==> src/rtl/ctrl_sequencer.sv <==
// ctrl_sequencer: instruction sequencer with an internal T-step counter,
// per-step datapath strobes for a small register file, and memory handshake stalls.
// Optional memory-wait watchdog: define CTRL_SEQ_WDT_EN.
module ctrl_sequencer #(
  parameter int DATA_W     = 19,
  parameter int NUM_REGS   = 4,
  parameter int T_STATES   = 8,
  parameter int WDT_CYCLES = 64
) (
  input  logic                clk,
  input  logic                rst_n,
  input  logic [DATA_W-1:0]   ir,
  input  logic                eq,
  input  logic                mem_ack,
  output logic [T_STATES-1:0] t,
  output logic                ld_ar,
  output logic                ld_pc,
  output logic                inc_pc,
  output logic                ld_dr,
  output logic                ld_ac,
  output logic                ld_ir,
  output logic [NUM_REGS-1:0] ld_reg,
  output logic [NUM_REGS-1:0] inc_reg,
  output logic [NUM_REGS-1:0] dec_reg,
  output logic [4:0]          bus_sel,
  output logic [3:0]          alu_op,
  output logic                mem_rd,
  output logic                mem_wr,
  output logic                stk_push,
  output logic                stk_pop,
  output logic                halted,
  output logic                bus_err
);
  localparam int RS  = $clog2(NUM_REGS);
  localparam int SCW = $clog2(T_STATES);

  localparam logic [4:0] BUS_AR = 5'd1, BUS_PC = 5'd2, BUS_AC = 5'd4;
  localparam logic [4:0] BUS_IR = 5'd6, BUS_MEM = 5'd7, BUS_STK = 5'd8;
  localparam logic [3:0] ALU_NOT = 4'd10, ALU_TNF = 4'd15;
  localparam logic [2:0] OP_HLT = 3'd0, OP_JMP = 3'd1, OP_CALL = 3'd2, OP_LD = 3'd3;
  localparam logic [2:0] OP_ST = 3'd4, OP_BEQ = 3'd5, OP_BNE = 3'd6, OP_REG = 3'd7;
  localparam logic [3:0] SUB_INC = 4'd5, SUB_DEC = 4'd6, SUB_NOT = 4'd10, SUB_RET = 4'd14;
  localparam logic [SCW-1:0] T0 = SCW'(0), T1 = SCW'(1), T2 = SCW'(2), T3 = SCW'(3);
  localparam logic [SCW-1:0] T4 = SCW'(4), T5 = SCW'(5), T6 = SCW'(6);
  localparam logic [SCW-1:0] TLAST = SCW'(T_STATES - 1);

  typedef enum logic {RUN, HALT} state_t;

  state_t         state_q, state_d;
  logic [SCW-1:0] sc_q, sc_d;
  logic           bus_err_q, bus_err_d;
  logic           clr, stall, mem_step;

  logic [2:0]    opcode;
  logic [3:0]    sub_op;
  logic [RS-1:0] dst, s1, s2;

  assign opcode = ir[DATA_W-1 -: 3];
  assign sub_op = ir[DATA_W-4 -: 4];
  assign dst    = ir[11 -: RS];
  assign s1     = ir[11-RS -: RS];
  assign s2     = ir[11-2*RS -: RS];

  // Only some IR bits are decoded, and the watchdog limit is meaningless without the watchdog.
  logic        unused_ir;
  logic [31:0] unused_wdt;
  assign unused_ir  = ^ir;
  assign unused_wdt = WDT_CYCLES;

  // One-hot register select; out-of-range field values select nothing.
  function automatic logic [NUM_REGS-1:0] reg_oh(input logic [RS-1:0] idx);
    logic [NUM_REGS-1:0] v;
    v = '0;
    for (int i = 0; i < NUM_REGS; i++) v[i] = (idx == RS'(i));
    return v;
  endfunction

  function automatic logic [4:0] reg_bus(input logic [RS-1:0] idx);
    return (|reg_oh(idx)) ? {1'b1, 4'(idx)} : 5'd0;
  endfunction

`ifdef CTRL_SEQ_WDT_EN
  localparam int WCW = $clog2(WDT_CYCLES + 1);
  logic [WCW-1:0] wcnt_q, wcnt_d;

  // Watchdog wait counter register.
  always_ff @(posedge clk) begin
    if (!rst_n) wcnt_q <= '0;
    else        wcnt_q <= wcnt_d;
  end
`endif

  // State, step counter and sticky error registers.
  always_ff @(posedge clk) begin
    if (!rst_n) begin
      state_q   <= RUN;
      sc_q      <= '0;
      bus_err_q <= 1'b0;
    end else begin
      state_q   <= state_d;
      sc_q      <= sc_d;
      bus_err_q <= bus_err_d;
    end
  end

  // Step decode, strobe generation, stall and next-state logic.
  always_comb begin
    state_d   = state_q;
    sc_d      = sc_q;
    bus_err_d = bus_err_q;
    clr       = 1'b0;
    stall     = 1'b0;
    mem_step  = 1'b0;
    t         = '0;
    ld_ar     = 1'b0;
    ld_pc     = 1'b0;
    inc_pc    = 1'b0;
    ld_dr     = 1'b0;
    ld_ac     = 1'b0;
    ld_ir     = 1'b0;
    ld_reg    = '0;
    inc_reg   = '0;
    dec_reg   = '0;
    bus_sel   = '0;
    alu_op    = '0;
    mem_rd    = 1'b0;
    mem_wr    = 1'b0;
    stk_push  = 1'b0;
    stk_pop   = 1'b0;
    halted    = 1'b0;
    bus_err   = 1'b0;
`ifdef CTRL_SEQ_WDT_EN
    wcnt_d    = '0;
`endif
    if (rst_n) begin
      halted  = (state_q == HALT);
      bus_err = bus_err_q;
      if (state_q == RUN) begin
        for (int i = 0; i < T_STATES; i++) t[i] = (sc_q == SCW'(i));
        if (sc_q == T0) begin
          bus_sel = BUS_PC; ld_ar = 1'b1;
        end else if (sc_q == T1) begin
          mem_step = 1'b1; mem_rd = 1'b1; bus_sel = BUS_MEM;
          if (mem_ack) begin ld_ir = 1'b1; inc_pc = 1'b1; end
        end else begin
          case (opcode)
            OP_HLT: if (sc_q == T2) begin state_d = HALT; clr = 1'b1; end
            OP_REG: begin
              case (sub_op)
                4'd1, 4'd2, 4'd3, 4'd4, 4'd7, 4'd8, 4'd9: begin
                  if (sc_q == T2)      begin bus_sel = reg_bus(s1); ld_dr = 1'b1; end
                  else if (sc_q == T3) begin alu_op = ALU_TNF; ld_ac = 1'b1; end
                  else if (sc_q == T4) begin bus_sel = reg_bus(s2); ld_dr = 1'b1; end
                  else if (sc_q == T5) begin alu_op = sub_op; ld_ac = 1'b1; end
                  else if (sc_q == T6) begin bus_sel = BUS_AC; ld_reg = reg_oh(dst); clr = 1'b1; end
                end
                SUB_INC: if (sc_q == T2) begin inc_reg = reg_oh(dst); clr = 1'b1; end
                SUB_DEC: if (sc_q == T2) begin dec_reg = reg_oh(dst); clr = 1'b1; end
                SUB_NOT: begin
                  if (sc_q == T2)      begin bus_sel = reg_bus(s1); ld_dr = 1'b1; end
                  else if (sc_q == T3) begin alu_op = ALU_NOT; ld_ac = 1'b1; end
                  else if (sc_q == T4) begin bus_sel = BUS_AC; ld_reg = reg_oh(dst); clr = 1'b1; end
                end
                SUB_RET: if (sc_q == T2) begin stk_pop = 1'b1; bus_sel = BUS_STK; ld_pc = 1'b1; clr = 1'b1; end
                default: if (sc_q == T2) clr = 1'b1;
              endcase
            end
            default: begin
              if (sc_q == T2) begin
                bus_sel = BUS_IR; ld_ar = 1'b1;
              end else begin
                case (opcode)
                  OP_JMP: if (sc_q == T3) begin bus_sel = BUS_AR; ld_pc = 1'b1; clr = 1'b1; end
                  OP_CALL: begin
                    if (sc_q == T3)      begin bus_sel = BUS_PC; stk_push = 1'b1; end
                    else if (sc_q == T4) begin bus_sel = BUS_AR; ld_pc = 1'b1; clr = 1'b1; end
                  end
                  OP_LD: if (sc_q == T3) begin
                    mem_step = 1'b1; mem_rd = 1'b1; bus_sel = BUS_MEM;
                    if (mem_ack) begin ld_reg = reg_oh(dst); clr = 1'b1; end
                  end
                  OP_ST: if (sc_q == T3) begin
                    mem_step = 1'b1; mem_wr = 1'b1; bus_sel = reg_bus(dst);
                    if (mem_ack) clr = 1'b1;
                  end
                  OP_BEQ, OP_BNE: begin
                    if (sc_q == T3)      begin bus_sel = reg_bus(dst); ld_dr = 1'b1; end
                    else if (sc_q == T4) begin alu_op = ALU_TNF; ld_ac = 1'b1; end
                    else if (sc_q == T5) begin bus_sel = reg_bus(s1); ld_dr = 1'b1; end
                    else if (sc_q == T6) begin
                      if (eq == (opcode == OP_BEQ)) begin bus_sel = BUS_AR; ld_pc = 1'b1; end
                      clr = 1'b1;
                    end
                  end
                  default: ;
                endcase
              end
            end
          endcase
        end
        if (sc_q == TLAST) clr = 1'b1;
        stall = mem_step && !mem_ack;
`ifdef CTRL_SEQ_WDT_EN
        if (stall) begin
          if (wcnt_q == WCW'(WDT_CYCLES - 1)) begin
            bus_err_d = 1'b1;
            state_d   = HALT;
            clr       = 1'b1;
          end else begin
            wcnt_d = wcnt_q + 1'b1;
          end
        end
`endif
        if (clr)         sc_d = '0;
        else if (!stall) sc_d = sc_q + 1'b1;
      end
    end
  end
endmodule

==> config.mk <==
export PLATFORM = sky130hd
export DESIGN_NAME = ctrl_sequencer
export DESIGN_NICKNAME = d
export VERILOG_FILES = /design/src/rtl/ctrl_sequencer.sv
export SDC_FILE = /design/constraint.sdc
export NUM_CORES = 1
export LEC_CHECK = 0
export CORE_MARGIN = 3
export CORE_UTILIZATION = 41
export DETAILED_ROUTE_END_ITERATION = 6
export GPL_TIMING_DRIVEN = 0
export PLACE_DENSITY = 0.81
export SYNTH_ARGS = -nofsm -noshare
export SYNTH_HDL_FRONTEND = slang
export SYNTH_SLANG_ARGS = --single-unit
==> constraint.sdc <==
create_clock -name clk -period 3.2 [get_ports clk]
set_input_delay 0.64 -clock clk [delete_from_list [all_inputs] [get_ports clk]]
set_output_delay 0.64 -clock clk [all_outputs]
set_load 0.005 [all_outputs]
Word level (Yosys, flattened, before mapping)
Cells that the tools add are included.
{"block": "classes", "addsub": 1, "eq_ne": 36, "muxes": 185, "reduce_logical": 15, "bitwise_logic": 1}
{"cell": "2-to-1 mux 4 bit", "count": 44}
{"cell": "2-to-1 mux 1 bit", "count": 99}
{"cell": "2-to-1 mux 5 bit", "count": 16}
{"cell": "case mux 4 bit (2 select lines)", "count": 4}
{"cell": "case mux 5 bit (5 select lines)", "count": 1}
{"cell": "equality test 3 bit (second input constant)", "count": 8}
{"cell": "2-to-1 mux 3 bit", "count": 7}
{"cell": "equality test 4 x 3 -> 1 bit (second input constant)", "count": 4}
{"cell": "equality test 4 bit (second input constant)", "count": 4}
{"cell": "2-to-1 mux 8 bit", "count": 2}
{"cell": "case mux 5 bit (3 select lines)", "count": 1}
{"cell": "case mux 1 bit (2 select lines)", "count": 7}
{"cell": "equality test 2 bit (second input constant)", "count": 6}
{"cell": "equality test 3 x 2 -> 1 bit (second input constant)", "count": 4}
{"cell": "OR reduction 4 bit", "count": 3}
{"cell": "case mux 5 bit (2 select lines)", "count": 1}
{"cell": "equality test 4 x 2 -> 1 bit (second input constant)", "count": 2}
{"cell": "OR reduction 7 bit", "count": 1}
{"cell": "equality test 2 x 1 -> 1 bit (second input constant)", "count": 3}
{"cell": "equality test 3 x 1 -> 1 bit (second input constant)", "count": 2}
{"cell": "zero test 2 bit", "count": 3}
{"cell": "zero test 3 bit", "count": 2}
{"cell": "OR reduction 2 bit", "count": 3}
{"cell": "equality test 4 x 1 -> 1 bit (second input constant)", "count": 1}
{"cell": "other kinds (10)", "count": 10}
{"block": "totals", "regBits": 5, "wordCells": 241, "in_bits": 23}

Depth between registers and ports, before layout
{"block": "logic_depth", "depth_word": 15, "depth_mapped": 9, "ltp_nobuf": 8}

Worst setup path before layout
No wires, ideal clock.
{"block": "synth_path", "path_kind": "input -> output", "startpoint": "input ir[13]", "endpoint": "output bus_sel[1]", "n_path_buf": 1, "path_slack_ps": 365, "t_arrival_ps": 2195, "cell_stages": 7, "t_required_ps": 2560, "cell_sequence": "or4_1 -> o211a_2 -> and2_1 -> buf_6 -> a32oi_1 -> nor2_1 -> o41a_1"}
{"block": "synth_between", "elab_chain_cells": 8}
{"item": "from (decl)", "line": "12", "text": "input logic [DATA_W-1:0] ir,"}
{"item": "equality test 4 x 1 -> 1 bit, or another cell as far along", "line": "149", "text": "case (sub_op)"}
{"item": "OR reduction 7 bit", "line": "149"}
{"item": "case mux 5 bit (3 select lines) (*)", "line": "149"}
{"item": "case mux 5 bit (2 select lines) (*)", "line": "146", "text": "case (opcode)"}
{"item": "2-to-1 mux 5 bit (*)", "line": "142", "text": "end else if (sc_q == T1) begin"}
{"item": "2-to-1 mux 5 bit (*)", "line": "140", "text": "if (sc_q == T0) begin"}
{"item": "2-to-1 mux 5 bit (*)", "line": "138", "text": "if (state_q == RUN) begin"}
{"item": "2-to-1 mux 5 bit (*)", "line": "135", "text": "if (rst_n) begin"}
{"item": "to (decl)", "line": "25", "text": "output logic [4:0] bus_sel,"}
Every way passes the cells marked *; elsewhere a longest branch is shown, timed or not.

Worst setup path in the final report
Same ends and word-level chain as after synthesis.

==> results.py <==
metrics = {
    "run_status": {
        "status": "complete, no violations",
    },
    "route": {
        "final_antenna_net_count": 0,
        "drt_pass1_iterations": 4,
        "route.detailed.drc": 0,
        "vias": 1903,
        "first_iter_violations": 103,
        "wl_um": 5040,
        "avgViaCountPerCell": 5.97,
        "wire_per_inst_um": 15.8,
    },
    "power": {
        "internal_power_mw": 0.429,
        "p_leak_nw": 0.903,
        "pwr-share-seq_pct": 12.1,
        "p_sw_mw": 0.452,
        "clockPowerShare_pct": 8.6,
        "powerDensity_mw_per_mm2": 397,
        "combPwrFrac_pct": 79.3,
        "switching_share_pct": 51.3,
        "peakVddDrop_mv": 0.579,
    },
    "timing": {
        "rsz0062_at_grt": "true",
        "skew_ns": 0.00280,
        "worst_slew_pin_slew_ns": 0.483,
        "finalWorstSetupSlack_ns": 0.0368,
        "setup_viol": 0,
        "tns_ns": 0,
        "hold_viol": 0,
        "min_period_ns": 3.16,
        "final_max_slew_viol_count": 0,
        "timing.fmax_mhz": 316,
        "post-route-period-util_pct": 98.9,
        "relSlewSlack_pct": 67.8,
    },
    "synthesis": {
        "async_flop_share_pct": 0,
        "synthCells": 210,
        "synth_common_cells": "nor2_1, nand2_1, nor4_1",
        "yosysWarnings": 0,
        "ys_ff_latch": 5,
        "synth_edf_count": 0,
        "ys_top_cells_by_area": "nor2_1, dfxtp_1, nor4_1, ha_1, nand2_1",
        "synth.most_common_cell": "nor2_1",
        "ys_types": 55,
        "synthFlopType": "dfxtp_1",
        "syn_area_mm2": 0.00130,
        "yosysTopAreaCellShare_pct": 8.37,
        "ys_seq_area_share_pct": 7.69,
        "syn_area_per_cell_um2": 6.20,
        "synth_nets": 239,
        "yosys.area.top_type": "nor2_1",
    },
    "cts": {
        "h-tree-depth": 1,
        "clockBufferDepth": 2,
        "clkTransAtPathRegs_ns": 0.04,
        "insertion_delay_ns": 0.25,
        "cts_num_sinks": 5,
        "cts_tree": "yes",
        "cts-root-buf": "clkbuf_4",
        "holdBufCountCts": 0,
        "cts_made_buffers": 3,
    },
    "global_route": {
        "grt_overflow_total": 0,
        "grt_max_degree": 11,
        "grt_pass1_wl_um": 7960,
        "grt_usage_pct": 24.3,
        "antenna_found_initial": 0,
        "grt_pass1_vias": 1662,
    },
    "critical_path": {
        "worstSetupEndpointType": "output pin",
        "cp_top_family": "compound AO/OA/AOI/OAI gates",
        "cp.required_ns": 2.56,
        "critical_path_class": "primary input to output pin",
        "cp_max_fo": 8,
        "critPathArrivalTime_ns": 2.52,
        "slowest_stage": "or4_4",
        "crit_path_cell_trace": "buf_4 -> or4_4 -> o211a_4 -> and2_4 -> buf_6 -> a32oi_1 -> nor2_1 -> o41a_1 -> clkbuf_2",
        "cp-start-kind": "primary input",
        "max_stage_delay_ns": 0.53,
        "path_buf_inv": 3,
    },
    "finish": {
        "num_antenna_cells": 0,
        "area_growth_pct": 70.5,
        "final-seq-area_um2": 103,
        "layout-drive-gt1-share_pct": 26.7,
        "multi_input_area_mm2": 0.00126,
        "num-nets-final": 307,
        "nFillCells": 215,
        "final_cells": 319,
    },
    "die": {
        "ios": 64,
        "die-area_mm2": 0.00389,
        "start_util_pct": 45.2,
        "die_x_um": 62.3,
        "coreArea_mm2": 0.00288,
        "fp-row-count": 19,
        "die_y_um": 62.3,
    },
    "flow_run": {
        "cap_violations": 0,
    },
    "hold_path": {
        "worstHoldPathType": "flop to flop",
    },
    "placement": {
        "post-place-ws_ns": -0.891,
        "hpwl_um": 3640,
        "portBuffers": 56,
        "dpl.cell_count": 308,
        "gp_congestion": 0.955,
    },
}
metrics by stage:
step	util [%]	power, mW	cell area, µm²	hold WS, ns
floorplan	-	0.436	1300	0.457
global placement	66.6	0.650	1910	0.445
detailed placement	66.6	0.651	1910	0.460
CTS	72.7	0.779	2090	0.466
global route	77.1	0.946	2220	0.492
finish	77.1	0.881	2220	0.461
routing by layer:
layer	up-vias	wire length (µm)	track usage, %
met4	0	58	4.96
met5	-	0	0
met3	9	406	4.50
li1	907	-	-
met1	881	2120	32.6
met2	106	2450	40.5
cells in the final DEF, fill, tap and decap left out, drive strengths merged, types with 4 or more instances in the layout:
master         synthesis  final
clkdlybuf4s50          0     35
nor2                  29     29
clkbuf                14     20
nand2                 19     19
buf                    2     17
nor4                  14     14
a21oi                 13     13
inv                   13     12
o21ai                  9      9
nand2b                 7      7
dlymetal6s2s           0      6
nand3                  6      6
ha                     6      6
nand3b                 5      5
dlygate4sd2            0      5
nor2b                  5      5
dfxtp                  5      5
o21a                   4      4
and2                   4      4
nor3                   4      4
a31oi                  4      4
or3                    4      4
and3                   4      4
registers in the layout (all words and copies together) (netlist names):
name       count
bus_err_d      1
sc_q           3
state_q        1
power groups by stage:
stage	clock network [mW]	registers [mW]	logic (mW)
final	0.0759	0.106	0.699
after global routing	0.0822	0.109	0.755
after global placement	0	0.0946	0.556
after detailed placement	0	0.0951	0.556
after floorplan	0	0.0915	0.345
after CTS	0.0790	0.0956	0.605
kinds of logic (layout without fill, tap and decap cells):
group,after synthesis,count (layout),synth area share [%]
mux,1,1,0.769
simple gates,108,108,43.2
flops,5,5,7.69
compound gates,57,57,30.4
buf+inv,29,96,9.33
fa+ha+maj,8,8,7.31
xor+xnor,2,2,1.35
worst register-to-register path, delay by kind of cell (launching register included):
| kind | cells | cell delay (ns) |
|---|---|---|
| compound gates | 4 | 0.83 |
| fa+ha+maj | 1 | 0.22 |
| buf+inv | 3 | 0.35 |
| flops | 1 | 0.40 |
| simple gates | 1 | 0.27 |
cell type report:
type	instances	area share, %
multi-input combinational	176	56.9
timing repair buffer	65	27.2
buffer	14	5.36
sequential	5	4.62
inverter	13	2.37
tap	42	2.37
clock buffer	4	1.18
path summary, 6_finish.rpt:
path / from / endpoint / slack, ns / cells past startpoint
max: ir[13] / bus_sel[1] / 0.04 / 9
min: bus_err_d$_DFF_P_ / bus_err_d$_DFF_P_ / 0.46 / 1
max reg2reg: sc_q[2]$_SDFFE_PN0P_ / sc_q[1]$_SDFFE_PN0P_ / 1.03 / 9
min reg2reg: bus_err_d$_DFF_P_ / bus_err_d$_DFF_P_ / 0.46 / 1
repair_timing:
item	in CTS	in global routing
hold endpoints to repair	0	0
setup endpoints to repair	31	24
resized for setup	76	43
pin swaps	5	10
setup buffers	4	5
No activity file was read; power rests on OpenSTA's default activity.
